--- src/rtl/dma_xfer_engine_pkg.sv ---
// dma_pkg: shared types and constants for the DMA transfer engine.
//   dma_state_e   - engine FSM state encoding
//   HTRANS_*      - the two AHB transfer types the engine ever drives
//   HRESP_ERR     - AHB HRESP value that signals an error response
//   hsize_of()    - HSIZE encoding for a given data-bus width
//   idx_width()   - index width for a channel count (at least one bit)
package dma_pkg;

  typedef enum logic [3:0] {
    ST_IDLE  = 4'd0,
    ST_ARB   = 4'd1,
    ST_RD_A  = 4'd2,
    ST_RD_D  = 4'd3,
    ST_WR_A  = 4'd4,
    ST_WR_D  = 4'd5,
    ST_DONE  = 4'd6,
    ST_ABORT = 4'd7,
    ST_ERR   = 4'd8
  } dma_state_e;

  localparam logic [1:0] HTRANS_IDLE   = 2'b00;
  localparam logic [1:0] HTRANS_NONSEQ = 2'b10;
  localparam logic       HRESP_ERR     = 1'b1;

  // HSIZE is log2 of the beat size in bytes.
  function automatic logic [2:0] hsize_of(input int data_w);
    return 3'($clog2(data_w / 8));
  endfunction

  // A single channel still needs a one-bit index.
  function automatic int idx_width(input int n);
    return (n > 1) ? $clog2(n) : 1;
  endfunction

endpackage

--- src/rtl/dma_xfer_engine_if.sv ---
// dma_xfer_engine_if: AHB-Lite master bus of the DMA transfer engine.
//   htrans/hsize/hwrite/haddr/hwdata - driven by the master (engine)
//   hready/hresp/hrdata              - driven by the slave side
// Modports: master (engine side), slave (memory/peripheral side).
interface dma_xfer_engine_if #(
  parameter int ADDR_W = 32,
  parameter int DATA_W = 32
);

  logic [1:0]        htrans;
  logic [2:0]        hsize;
  logic              hwrite;
  logic [ADDR_W-1:0] haddr;
  logic [DATA_W-1:0] hwdata;
  logic              hready;
  logic              hresp;
  logic [DATA_W-1:0] hrdata;

  modport master (
    output htrans, hsize, hwrite, haddr, hwdata,
    input  hready, hresp, hrdata
  );

  modport slave (
    input  htrans, hsize, hwrite, haddr, hwdata,
    output hready, hresp, hrdata
  );

endinterface

--- src/rtl/dma_xfer_engine_arb.sv ---
// dma_rr_arbiter: round-robin channel arbiter.
//   clk, rst   - clock, asynchronous active-high reset
//   req        - eligible-channel vector (enable & request)
//   advance    - strobe: the current grant is being taken
//   grant      - one-hot winner, combinational
//   grant_idx  - binary index of the winner, combinational
//   found      - at least one channel is eligible
// The search starts one above the last granted index and wraps, so a channel
// that has just been served has the lowest priority next time.
module dma_rr_arbiter
  import dma_pkg::*;
#(
  parameter int NUM_CH = 4,
  parameter int IDX_W  = idx_width(NUM_CH)
) (
  input  logic              clk,
  input  logic              rst,
  input  logic [NUM_CH-1:0] req,
  input  logic              advance,
  output logic [NUM_CH-1:0] grant,
  output logic [IDX_W-1:0]  grant_idx,
  output logic              found
);

  logic [IDX_W-1:0] ptr_r;

  // Scan upward from ptr_r+1 with wrap; the first eligible channel wins.
  always_comb begin
    int cand_s;
    grant     = '0;
    grant_idx = '0;
    found     = 1'b0;
    cand_s    = 0;
    for (int k = 1; k <= NUM_CH; k++) begin
      cand_s = (int'(ptr_r) + k) % NUM_CH;
      if (!found && req[IDX_W'(cand_s)]) begin
        grant[IDX_W'(cand_s)] = 1'b1;
        grant_idx             = IDX_W'(cand_s);
        found                 = 1'b1;
      end else begin
        found = found;
      end
    end
  end

  // Park the pointer on the channel just granted.
  always_ff @(posedge clk or posedge rst) begin
    if (rst) begin
      ptr_r <= '0;
    end else if (advance && found) begin
      ptr_r <= grant_idx;
    end else begin
      ptr_r <= ptr_r;
    end
  end

endmodule

--- src/rtl/dma_xfer_engine.sv ---
// dma_xfer_engine: NUM_CH-channel DMA engine behind one AHB-Lite master.
//   clk, rst      - system clock, asynchronous active-high reset
//   ch_en         - per-channel enable
//   ch_src/ch_dst - per-channel start addresses, ch i at [i*ADDR_W +: ADDR_W]
//   ch_size       - per-channel length in words, ch i at [i*SIZE_W +: SIZE_W]
//   ch_src_inc    - 1: source advances one word per beat, 0: fixed
//   ch_dst_inc    - 1: destination advances one word per beat, 0: fixed
//   req           - per-channel peripheral request (level)
//   ack/done/err  - one-cycle completion pulses for the granted channel
//   busy          - engine not idle
//   ahb           - AHB-Lite master port
// Each word is moved as a single read beat followed by a single write beat
// through a one-word buffer; beats are never overlapped.
module dma_xfer_engine
  import dma_pkg::*;
#(
  parameter int NUM_CH = 4,
  parameter int ADDR_W = 32,
  parameter int DATA_W = 32,
  parameter int SIZE_W = 10
) (
  input  logic                     clk,
  input  logic                     rst,
  input  logic [NUM_CH-1:0]        ch_en,
  input  logic [NUM_CH*ADDR_W-1:0] ch_src,
  input  logic [NUM_CH*ADDR_W-1:0] ch_dst,
  input  logic [NUM_CH*SIZE_W-1:0] ch_size,
  input  logic [NUM_CH-1:0]        ch_src_inc,
  input  logic [NUM_CH-1:0]        ch_dst_inc,
  input  logic [NUM_CH-1:0]        req,
  output logic [NUM_CH-1:0]        ack,
  output logic [NUM_CH-1:0]        done,
  output logic [NUM_CH-1:0]        err,
  output logic                     busy,
  dma_xfer_engine_if.master        ahb
);

  localparam int               IDX_W   = idx_width(NUM_CH);
  localparam logic [ADDR_W-1:0] STEP   = ADDR_W'(DATA_W / 8);
  localparam logic [2:0]        HSIZE_C = hsize_of(DATA_W);

  // FSM and work registers
  dma_state_e        state_r;
  logic [NUM_CH-1:0] gnt_r;
  logic [ADDR_W-1:0] src_r;
  logic [ADDR_W-1:0] dst_r;
  logic [SIZE_W-1:0] count_r;
  logic              src_inc_r;
  logic              dst_inc_r;
  logic [DATA_W-1:0] buf_r;

  // Registered outputs
  logic [1:0]        htrans_r;
  logic              hwrite_r;
  logic [ADDR_W-1:0] haddr_r;
  logic [DATA_W-1:0] hwdata_r;
  logic [NUM_CH-1:0] ack_r;
  logic [NUM_CH-1:0] done_r;
  logic [NUM_CH-1:0] err_r;
  logic              busy_r;

  // Combinational helpers
  logic [NUM_CH-1:0] elig_s;
  logic              any_elig_s;
  logic [NUM_CH-1:0] arb_grant_s;
  logic [IDX_W-1:0]  arb_idx_s;
  logic              arb_found_s;
  logic              arb_adv_s;
  logic [ADDR_W-1:0] sel_src_s;
  logic [ADDR_W-1:0] sel_dst_s;
  logic [SIZE_W-1:0] sel_size_s;
  logic              sel_src_inc_s;
  logic              sel_dst_inc_s;
  logic [ADDR_W-1:0] src_nxt_s;
  logic [ADDR_W-1:0] dst_nxt_s;
  logic [SIZE_W-1:0] count_dec_s;
  logic              gnt_en_s;

  assign elig_s     = ch_en & req;
  assign any_elig_s = |elig_s;
  assign arb_adv_s  = (state_r == ST_ARB);

  dma_rr_arbiter #(
    .NUM_CH (NUM_CH),
    .IDX_W  (IDX_W)
  ) u_arb (
    .clk       (clk),
    .rst       (rst),
    .req       (elig_s),
    .advance   (arb_adv_s),
    .grant     (arb_grant_s),
    .grant_idx (arb_idx_s),
    .found     (arb_found_s)
  );

  // Select the arbitration winner's configuration for latching in ARB.
  always_comb begin
    sel_src_s     = '0;
    sel_dst_s     = '0;
    sel_size_s    = '0;
    sel_src_inc_s = 1'b0;
    sel_dst_inc_s = 1'b0;
    for (int i = 0; i < NUM_CH; i++) begin
      if (arb_idx_s == IDX_W'(i)) begin
        sel_src_s     = ch_src[i*ADDR_W +: ADDR_W];
        sel_dst_s     = ch_dst[i*ADDR_W +: ADDR_W];
        sel_size_s    = ch_size[i*SIZE_W +: SIZE_W];
        sel_src_inc_s = ch_src_inc[i];
        sel_dst_inc_s = ch_dst_inc[i];
      end else begin
        sel_src_s = sel_src_s;
      end
    end
  end

  // Next-beat addresses; plain ADDR_W-bit adds so they wrap naturally.
  always_comb begin
    if (src_inc_r) begin
      src_nxt_s = src_r + STEP;
    end else begin
      src_nxt_s = src_r;
    end
    if (dst_inc_r) begin
      dst_nxt_s = dst_r + STEP;
    end else begin
      dst_nxt_s = dst_r;
    end
  end

  assign count_dec_s = count_r - SIZE_W'(1);
  // Live enable of the running channel; only looked at when a beat retires.
  assign gnt_en_s    = |(ch_en & gnt_r);

  // Transfer FSM; every bus/pulse output is set on the transition into the
  // state that owns it, so the outputs are registered.
  always_ff @(posedge clk or posedge rst) begin
    if (rst) begin
      state_r   <= ST_IDLE;
      gnt_r     <= '0;
      src_r     <= '0;
      dst_r     <= '0;
      count_r   <= '0;
      src_inc_r <= 1'b0;
      dst_inc_r <= 1'b0;
      buf_r     <= '0;
      htrans_r  <= HTRANS_IDLE;
      hwrite_r  <= 1'b0;
      haddr_r   <= '0;
      hwdata_r  <= '0;
      ack_r     <= '0;
      done_r    <= '0;
      err_r     <= '0;
      busy_r    <= 1'b0;
    end else begin
      // Pulses last exactly one cycle unless re-armed below.
      ack_r  <= '0;
      done_r <= '0;
      err_r  <= '0;
      case (state_r)
        ST_IDLE: begin
          if (any_elig_s) begin
            state_r <= ST_ARB;
            busy_r  <= 1'b1;
          end
        end

        ST_ARB: begin
          if (!arb_found_s) begin
            // Request withdrawn between IDLE and ARB.
            state_r <= ST_IDLE;
            busy_r  <= 1'b0;
          end else begin
            gnt_r     <= arb_grant_s;
            src_r     <= sel_src_s;
            dst_r     <= sel_dst_s;
            count_r   <= sel_size_s;
            src_inc_r <= sel_src_inc_s;
            dst_inc_r <= sel_dst_inc_s;
            if (sel_size_s == '0) begin
              state_r <= ST_DONE;
              ack_r   <= arb_grant_s;
              done_r  <= arb_grant_s;
            end else begin
              state_r  <= ST_RD_A;
              htrans_r <= HTRANS_NONSEQ;
              hwrite_r <= 1'b0;
              haddr_r  <= sel_src_s;
            end
          end
        end

        ST_RD_A: begin
          if (ahb.hready) begin
            state_r  <= ST_RD_D;
            htrans_r <= HTRANS_IDLE;
          end
        end

        ST_RD_D: begin
          if (ahb.hready) begin
            buf_r <= ahb.hrdata;
            if (ahb.hresp == HRESP_ERR) begin
              state_r <= ST_ERR;
              ack_r   <= gnt_r;
              err_r   <= gnt_r;
            end else begin
              state_r  <= ST_WR_A;
              htrans_r <= HTRANS_NONSEQ;
              hwrite_r <= 1'b1;
              haddr_r  <= dst_r;
            end
          end
        end

        ST_WR_A: begin
          if (ahb.hready) begin
            state_r  <= ST_WR_D;
            htrans_r <= HTRANS_IDLE;
            hwdata_r <= buf_r;
          end
        end

        ST_WR_D: begin
          if (ahb.hready) begin
            if (ahb.hresp == HRESP_ERR) begin
              state_r <= ST_ERR;
              ack_r   <= gnt_r;
              err_r   <= gnt_r;
            end else begin
              count_r <= count_dec_s;
              src_r   <= src_nxt_s;
              dst_r   <= dst_nxt_s;
              if (count_dec_s == '0) begin
                state_r <= ST_DONE;
                ack_r   <= gnt_r;
                done_r  <= gnt_r;
              end else if (!gnt_en_s) begin
                state_r <= ST_ABORT;
                ack_r   <= gnt_r;
              end else begin
                state_r  <= ST_RD_A;
                htrans_r <= HTRANS_NONSEQ;
                hwrite_r <= 1'b0;
                haddr_r  <= src_nxt_s;
              end
            end
          end
        end

        ST_DONE, ST_ABORT, ST_ERR: begin
          // Pulses are visible during this cycle; the IDLE cycle that
          // follows gives the requester time to drop req.
          state_r  <= ST_IDLE;
          hwrite_r <= 1'b0;
          busy_r   <= 1'b0;
        end

        default: begin
          state_r  <= ST_IDLE;
          htrans_r <= HTRANS_IDLE;
          hwrite_r <= 1'b0;
          busy_r   <= 1'b0;
        end
      endcase
    end
  end

  assign ahb.htrans = htrans_r;
  assign ahb.hsize  = HSIZE_C;
  assign ahb.hwrite = hwrite_r;
  assign ahb.haddr  = haddr_r;
  assign ahb.hwdata = hwdata_r;
  assign ack        = ack_r;
  assign done       = done_r;
  assign err        = err_r;
  assign busy       = busy_r;

endmodule

--- src/flat_wrapper.sv ---
// flat-port wrapper written by rule: the top's interface ports become plain ports
module dma_xfer_engine_flat import dma_pkg::*;
#(
  parameter int NUM_CH = 4,
  parameter int ADDR_W = 32,
  parameter int DATA_W = 32,
  parameter int SIZE_W = 10
)
  (clk, rst, ch_en, ch_src, ch_dst, ch_size, ch_src_inc, ch_dst_inc, req, ack, done, err, busy, ahb_htrans, ahb_hsize, ahb_hwrite, ahb_haddr, ahb_hwdata, ahb_hready, ahb_hresp, ahb_hrdata);
  dma_xfer_engine_if #(.ADDR_W(ADDR_W), .DATA_W(DATA_W)) ahb_i ();
  input  logic clk;
  input  logic rst;
  input  logic [NUM_CH-1:0] ch_en;
  input  logic [NUM_CH*ADDR_W-1:0] ch_src;
  input  logic [NUM_CH*ADDR_W-1:0] ch_dst;
  input  logic [NUM_CH*SIZE_W-1:0] ch_size;
  input  logic [NUM_CH-1:0] ch_src_inc;
  input  logic [NUM_CH-1:0] ch_dst_inc;
  input  logic [NUM_CH-1:0] req;
  output logic [NUM_CH-1:0] ack;
  output logic [NUM_CH-1:0] done;
  output logic [NUM_CH-1:0] err;
  output logic busy;
  output wire logic [$bits(ahb_i.htrans)-1:0] ahb_htrans;
  output wire logic [$bits(ahb_i.hsize)-1:0] ahb_hsize;
  output wire logic [$bits(ahb_i.hwrite)-1:0] ahb_hwrite;
  output wire logic [$bits(ahb_i.haddr)-1:0] ahb_haddr;
  output wire logic [$bits(ahb_i.hwdata)-1:0] ahb_hwdata;
  input wire logic [$bits(ahb_i.hready)-1:0] ahb_hready;
  input wire logic [$bits(ahb_i.hresp)-1:0] ahb_hresp;
  input wire logic [$bits(ahb_i.hrdata)-1:0] ahb_hrdata;
  assign ahb_htrans = ahb_i.htrans;
  assign ahb_hsize = ahb_i.hsize;
  assign ahb_hwrite = ahb_i.hwrite;
  assign ahb_haddr = ahb_i.haddr;
  assign ahb_hwdata = ahb_i.hwdata;
  assign ahb_i.hready = ahb_hready;
  assign ahb_i.hresp = ahb_hresp;
  assign ahb_i.hrdata = ahb_hrdata;
  dma_xfer_engine #(.NUM_CH(NUM_CH), .ADDR_W(ADDR_W), .DATA_W(DATA_W), .SIZE_W(SIZE_W)) u_core (.clk(clk), .rst(rst), .ch_en(ch_en), .ch_src(ch_src), .ch_dst(ch_dst), .ch_size(ch_size), .ch_src_inc(ch_src_inc), .ch_dst_inc(ch_dst_inc), .req(req), .ack(ack), .done(done), .err(err), .busy(busy), .ahb(ahb_i));
endmodule
--- config.mk ---
export PLATFORM = sky130hd
export DESIGN_NAME = dma_xfer_engine_flat
export DESIGN_NICKNAME = d
export VERILOG_FILES = /design/src/rtl/dma_xfer_engine_pkg.sv /design/src/rtl/dma_xfer_engine_if.sv /design/src/rtl/dma_xfer_engine_arb.sv /design/src/rtl/dma_xfer_engine.sv /design/src/flat_wrapper.sv
export SDC_FILE = /design/constraint.sdc
export NUM_CORES = 1
export LEC_CHECK = 0
export ABC_AREA = 1
export CORE_UTILIZATION = 43
export CTS_BUF_LIST = sky130_fd_sc_hd__clkbuf_2
export DETAILED_ROUTE_END_ITERATION = 8
export PLACE_DENSITY = 0.77
export SYNTH_ARGS = -nofsm -noshare
export SYNTH_HDL_FRONTEND = slang
export SYNTH_SLANG_ARGS = --single-unit
--- constraint.sdc ---
create_clock -name clk -period 6.3 [get_ports clk]
set_input_delay 0.945 -clock clk [delete_from_list [all_inputs] [get_ports clk]]
set_output_delay 0.945 -clock clk [all_outputs]
set_load 0.01 [all_outputs]
# After elaboration in Yosys (flattened, before gate mapping)
# Cells that the tools add are included.
# totals
ff_bits	198
in_bits	348
output_inout_bits	83
# classes
add_sub_neg	7
n_lt_le_gt_ge	8
n_eq_ne	25
mux	123
bitwise	8
n_reduce_logical	34
# op_table
operator	n
$mux W32	24
$pmux W32 S2	2
$mux W4	25
$pmux W32 S3	1
$mux W10	7
$add A32 B3 Y32 const B	2
$mux W1	34
$mux W2	13
$pmux W4 S6	1
$logic_not A10 Y1	2
$pmux W10 S2	1
$ne A2 B2 Y1 const B	9
$reduce_and A9 Y1	2
$eq A4 B3 Y1 const B	4
$lt A2 B4 Y1 const B	4
$reduce_or A4 Y1	4
$or A4 B4 Y4	3
$pmux W4 S3	1
$ne A2 B1 Y1 const B	5
$pmux W2 S5	1
$reduce_and A10 Y1	1
$reduce_and A5 Y1	2
$sub A10 B1 Y10 const B	1
$and A4 B4 Y4	2
other kinds (26)	54

# Depth between registers and ports, before layout
# depth
ltp_word	23
ltp_mapped	23
mapped_depth_nobuf	20

# Hierarchy
# A second synthesis with hierarchy kept.
# hier_totals
hier_cells	1943
area_unflattened_um2	13158.9
# by_module_without_submodules
mod	instances	cells_each	area_per_inst_um2	seq_area_each_um2
dma_xfer_engine	1	1843	12525.8	4879.7
dma_rr_arbiter	1	100	633.1	50.0

# Worst setup path after synthesis
# No wires, ideal clock.
# synth_path
kind	flip-flop to flip-flop
start	register u_core.u_arb.ptr_r[0]
end	register u_core.haddr_r[14], in the netlist u_core.ahb.haddr[14]
setup_time_ps	117
arrival_ps	2905
required_time_ps	6183
path_slack_ps	3278
path_stages_with_launch	21
n_path_buf	4
cell_sequence	dfrtp_1 > buf_6 > inv_2 > buf_6 > ha_1 > inv_1 > nand3_1 > nand2_1 > nor2_4 > nand3_1 > nand3_2 > buf_1 > nand3_1 > nand3_1 > nor2_1 > nand2_1 > nor2_2 > nand3_4 > buf_2 > nand4_1 > nand2_1
# synth_via
elab_chain_cells	22
elab_cells_between_ends	49
cone_classes	add/sub: 4; eq/ne: 5; mux: 31; reduce/logical: 9
# synth_lines
item	line	rtl
from (decl)	dma_xfer_engine_arb.sv:25	logic [IDX_W-1:0] ptr_r;
from (signal assigned)	dma_xfer_engine_arb.sv:51	ptr_r <= grant_idx;
from (signal assigned)	dma_xfer_engine_arb.sv:53	ptr_r <= ptr_r;
$add A2 B1 Y2	dma_xfer_engine_arb.sv:35	cand_s = (int'(ptr_r) + k) % NUM_CH;
$bmux W1 S2	dma_xfer_engine_arb.sv:36	if (!found && req[IDX_W'(cand_s)]) begin
$mux W1 (implied by the code) (2 in a row)	dma_xfer_engine_arb.sv:36	
$mux W1	dma_xfer_engine_arb.sv:36	
$logic_not A1 Y1	dma_xfer_engine_arb.sv:36	
$logic_and A1 B1 Y1	dma_xfer_engine_arb.sv:36	
$mux W1	dma_xfer_engine_arb.sv:36	
$logic_not A1 Y1	dma_xfer_engine_arb.sv:36	
(+2 left out)	-	
$logic_not A1 Y1	dma_xfer_engine_arb.sv:36	
$logic_and A1 B1 Y1	dma_xfer_engine_arb.sv:36	
$mux W2	dma_xfer_engine_arb.sv:36	
$logic_not A2 Y1	dma_xfer_engine.sv:104	if (arb_idx_s == IDX_W'(i)) begin
$mux W10 / $mux W32 (equally long branches) (4 in a row)	dma_xfer_engine.sv:104	
$logic_not A10 Y1 / $mux W32 (equally long branches)	dma_xfer_engine.sv:179	if (sel_size_s == '0) begin
$ne A2 B2 Y1 (no source line) / $mux W32 (equally long branches)	-	
$reduce_and A9 Y1 (no source line) / $pmux W32 S3 (equally long branches)	-	
to (signal assigned)	dma_xfer_engine.sv:187	haddr_r <= sel_src_s;
to (signal assigned)	dma_xfer_engine.sv:210	haddr_r <= dst_r;
to (signal assigned)	dma_xfer_engine.sv:244	haddr_r <= src_nxt_s;
to (decl)	dma_xfer_engine.sv:55	logic [ADDR_W-1:0] haddr_r;
# Several ways; a longest one is shown, not always the timed one. The select of a mux whose other input is x is not followed.
# A chain may end at the register's enable or synchronous reset.

# Worst setup path after layout
# layout_path
start	register u_core.u_arb.ptr_r[0]
end	register u_core.haddr_r[10], in the netlist u_core.ahb.haddr[10]
# Same word-level chain as after synthesis.

==> impl_metrics.json <==
{
  "cp_max_fo": 37,
  "reg2reg_to": "u_core.ahb.haddr[10]",
  "grt_max_degree": 143,
  "grt_pass1_wl_mm": 76.69,
  "reg2reg_depth": 17,
  "dr.pass1.iters": 9,
  "grt_pass1_vias": 13730,
  "worst_ir_drop_vdd_mv": 0.3404,
  "regToRegStartpoint": "u_core.u_arb.ptr_r[0]",
  "critPathLaunchType": "register",
  "p_sw_share_pct": 55.87,
  "cts_buffers": 17,
  "port_buffers": 426,
  "synthArstFlopShare_pct": 100.0,
  "wire_per_inst_um": 19.07,
  "hold_path_end": "u_core.ahb.hwdata[5]",
  "vias": 14480,
  "crit_required_ns": 7.08,
  "final_cell_mix": "nand2_1, clkdlybuf4s50_1, dfrtp_1",
  "power.density_nw_per_um2": 553.6,
  "pwr-share-comb_pct": 69.1,
  "switchingPower_w": 0.005437,
  "core_um2": 29010,
  "cts_root_buffer": "clkbuf_2",
  "final.fill_count": 2648,
  "drc": 0,
  "relSlewSlack_pct": 32.94,
  "hold_class": "register to register",
  "cp-end-kind": "register",
  "die_h_um": 174.6,
  "yosys_warnings": 0,
  "path_class": "register to register",
  "cap_viol_max_count": 0,
  "period_share_pct": 77.40,
  "synthFlopType": "dfrtp_1",
  "slew_viol_final": 0,
  "fmax_ghz": 0.2051,
  "final_common_cell": "nand2_1",
  "path_clk_slew_ns": 0.36,
  "ys_top_cells_by_area": "dfrtp_1, nand2_1, nand4_1",
  "antenna_left": 0,
  "hp-start": "u_core.buf_r[5]",
  "wl_mm": 49.31,
  "area_growth_pct": 37.21,
  "cts_tree": "built",
  "yosys.area.top_type": "dfrtp_1",
  "cts_sinks": 197,
  "die_x_um": 174.6,
  "ctsResizeCount": 0,
  "nets": 2547,
  "rrSetupSlack_ns": 1.42,
  "vias_per_cell": 5.603,
  "seqPwrFrac_pct": 23.8,
  "tns_ns": 0,
  "num_rows": 62,
  "finalHoldViolCount": 0,
  "synth_area_um2": 12810,
  "avgSynthCellArea_um2": 7.034,
  "first_iter_violations": 1240,
  "antenna_found_initial": 1,
  "holdBufCountCts": 0,
  "place_congestion": 0.9690,
  "ys_ff_latch": 197,
  "arrival_ns": 5.65,
  "worstMarginPinSlew_ns": 1.002,
  "drive_gt1_share_pct": 5.773,
  "die-area_um2": 30490,
  "pwr-share-clk_pct": 7.1,
  "synth_edf_count": 0,
  "outcome": "completed",
  "skew_ns": 0.07136,
  "rsz0062_at_grt": "false",
  "grt_usage_pct": 32.21,
  "min_period_ns": 4.876,
  "clock_latency_ns": 0.84,
  "synth_cell_type_count": 45,
  "final_area_um2": 17580,
  "seq_area_frac_synth_pct": 38.48,
  "min_path_cells": 1,
  "internal-power_w": 0.004295,
  "syn_inst": 1821,
  "cts_setup_buffers": 0,
  "leakagePower_nw": 7.952,
  "synth_top_cell_area_share_pct": 38.48,
  "setup_viol_count_final": 0,
  "overflow": 0,
  "cts_max_path_buffers": 2,
  "post_dp_cell_area_um2": 17300,
  "hpwl_mm": 37.82,
  "start_util_pct": 44.15,
  "ios": 431,
  "cts-htree-levels": 4
}
## cells in the mapped netlist (all sizes together) (3+ instances only)
| master | number |
|---|---|
| a211oi | 11 |
| a21oi | 86 |
| a221oi | 5 |
| a22o | 3 |
| a22oi | 18 |
| a31oi | 27 |
| buf | 34 |
| clkbuf | 65 |
| dfrtp | 197 |
| ha | 12 |
| inv | 150 |
| mux2 | 30 |
| nand2 | 569 |
| nand3 | 121 |
| nand4 | 102 |
| nor2 | 147 |
| nor3 | 22 |
| nor3b | 6 |
| nor4 | 13 |
| o211ai | 33 |
| o21a | 4 |
| o21ai | 114 |
| o21bai | 5 |
| o22ai | 9 |
| or2 | 14 |
| xor2 | 15 |
## per-stage QoR
step	std cells	hold WS (ns)	worst slack, ns	utilization, %	power, W
after floorplan	1823	0.4495	2.809	-	0.006562
after global placement	2552	0.4572	1.508	59.61	0.008874
after detailed placement	2552	0.4644	1.391	59.61	0.009022
after CTS	2584	0.4646	1.527	60.57	0.009713
after global routing	2585	0.5026	1.054	60.58	0.01053
final	2585	0.4678	1.424	60.58	0.009731
## registers in the layout, summed over array words and instances (netlist names)
name,count
u_core.src_inc_r,1
u_core.ahb.htrans,1
u_core.ack,4
u_core.count_r,10
u_core.ahb.hwdata,32
u_core.err,4
u_core.dst_inc_r,1
u_core.done,4
u_core.u_arb.ptr_r,2
u_core.ahb.hwrite,1
u_core.src_r,32
u_core.state_r,4
u_core.buf_r,32
u_core.dst_r,32
u_core.ahb.haddr,32
u_core.gnt_r,4
u_core.busy,1
## worst max-delay path: stages (launching register included)
cell,delay (ns)
dfrtp_1,0.71
inv_2,0.26
ha_1,0.45
inv_1,0.15
nand3_1,0.15
nand2_1,0.16
nor2_4,0.15
nand4_1,0.11
nand3_2,0.39
nand2_1,0.44
or2_2,0.43
nand2_1,0.07
nand2_1,0.06
nor2_2,0.19
nand3_4,0.43
nand3_4,0.50
nand2_1,0.11
nand2_1,0.08
## power groups by stage
stage	sequential [W]	clock (W)	combinational, W
after global placement	0.00231	0	0.00656
after floorplan	0.00228	0	0.00428
final	0.00231	0.000694	0.00673
after global routing	0.00238	0.000757	0.00739
after CTS	0.00230	0.000706	0.00671
after detailed placement	0.00233	0	0.00669
## cell type report
| cell class | count | area (µm²) | share of cell area [%] |
|---|---|---|---|
| clock inverters | 15 | 193.9 | 1.103 |
| well taps | 384 | 480.5 | 2.733 |
| repair buffers | 444 | 4412 | 25.10 |
| multi-input cells | 1377 | 6907 | 39.29 |
| inverters | 150 | 566.8 | 3.225 |
| clock buffers | 17 | 85.08 | 0.4841 |
| flip-flops and latches | 197 | 4930 | 28.05 |
| diodes | 1 | 2.502 | 0.01424 |
## layer usage
layer | up-vias | global-route usage, % | wire, µm
met4 | 0 | 9.239 | 1314
met5 | - | 0 | 0
met1 | 6847 | 41.88 | 20250
met2 | 710 | 55.08 | 23910
met3 | 71 | 5.352 | 3827
li1 | 6855 | - | -
## worst max-delay path by stage
stage	start	to	slack (ns)	depth (start not counted)
floorplan	rst	u_core.ack[0]	2.81	1
global placement	ch_en[3]	u_core.ahb.haddr[4]	1.51	18
detailed placement	ch_en[1]	u_core.ahb.haddr[3]	1.39	17
CTS	u_core.u_arb.ptr_r[0]	u_core.ahb.haddr[4]	1.53	17
global route	u_core.u_arb.ptr_r[0]	u_core.ahb.haddr[27]	1.05	17
finish	u_core.u_arb.ptr_r[0]	u_core.ahb.haddr[10]	1.42	17
## kinds of logic (layout without fill, tap and decap cells)
kind of cell    after synthesis  count (layout)  synth area share [%]
flops                       197             197                 38.48
buf+inv                     249             626                 7.892
compound gates              319             319                 14.57
xor+xnor                     15              15                 1.026
simple gates                996             996                 34.08
fa+ha+maj                    12              12                 1.172
other cells                   2               5               0.05863
mux                          31              31                 2.715
Note: power is estimated with default switching activity, not from simulation.
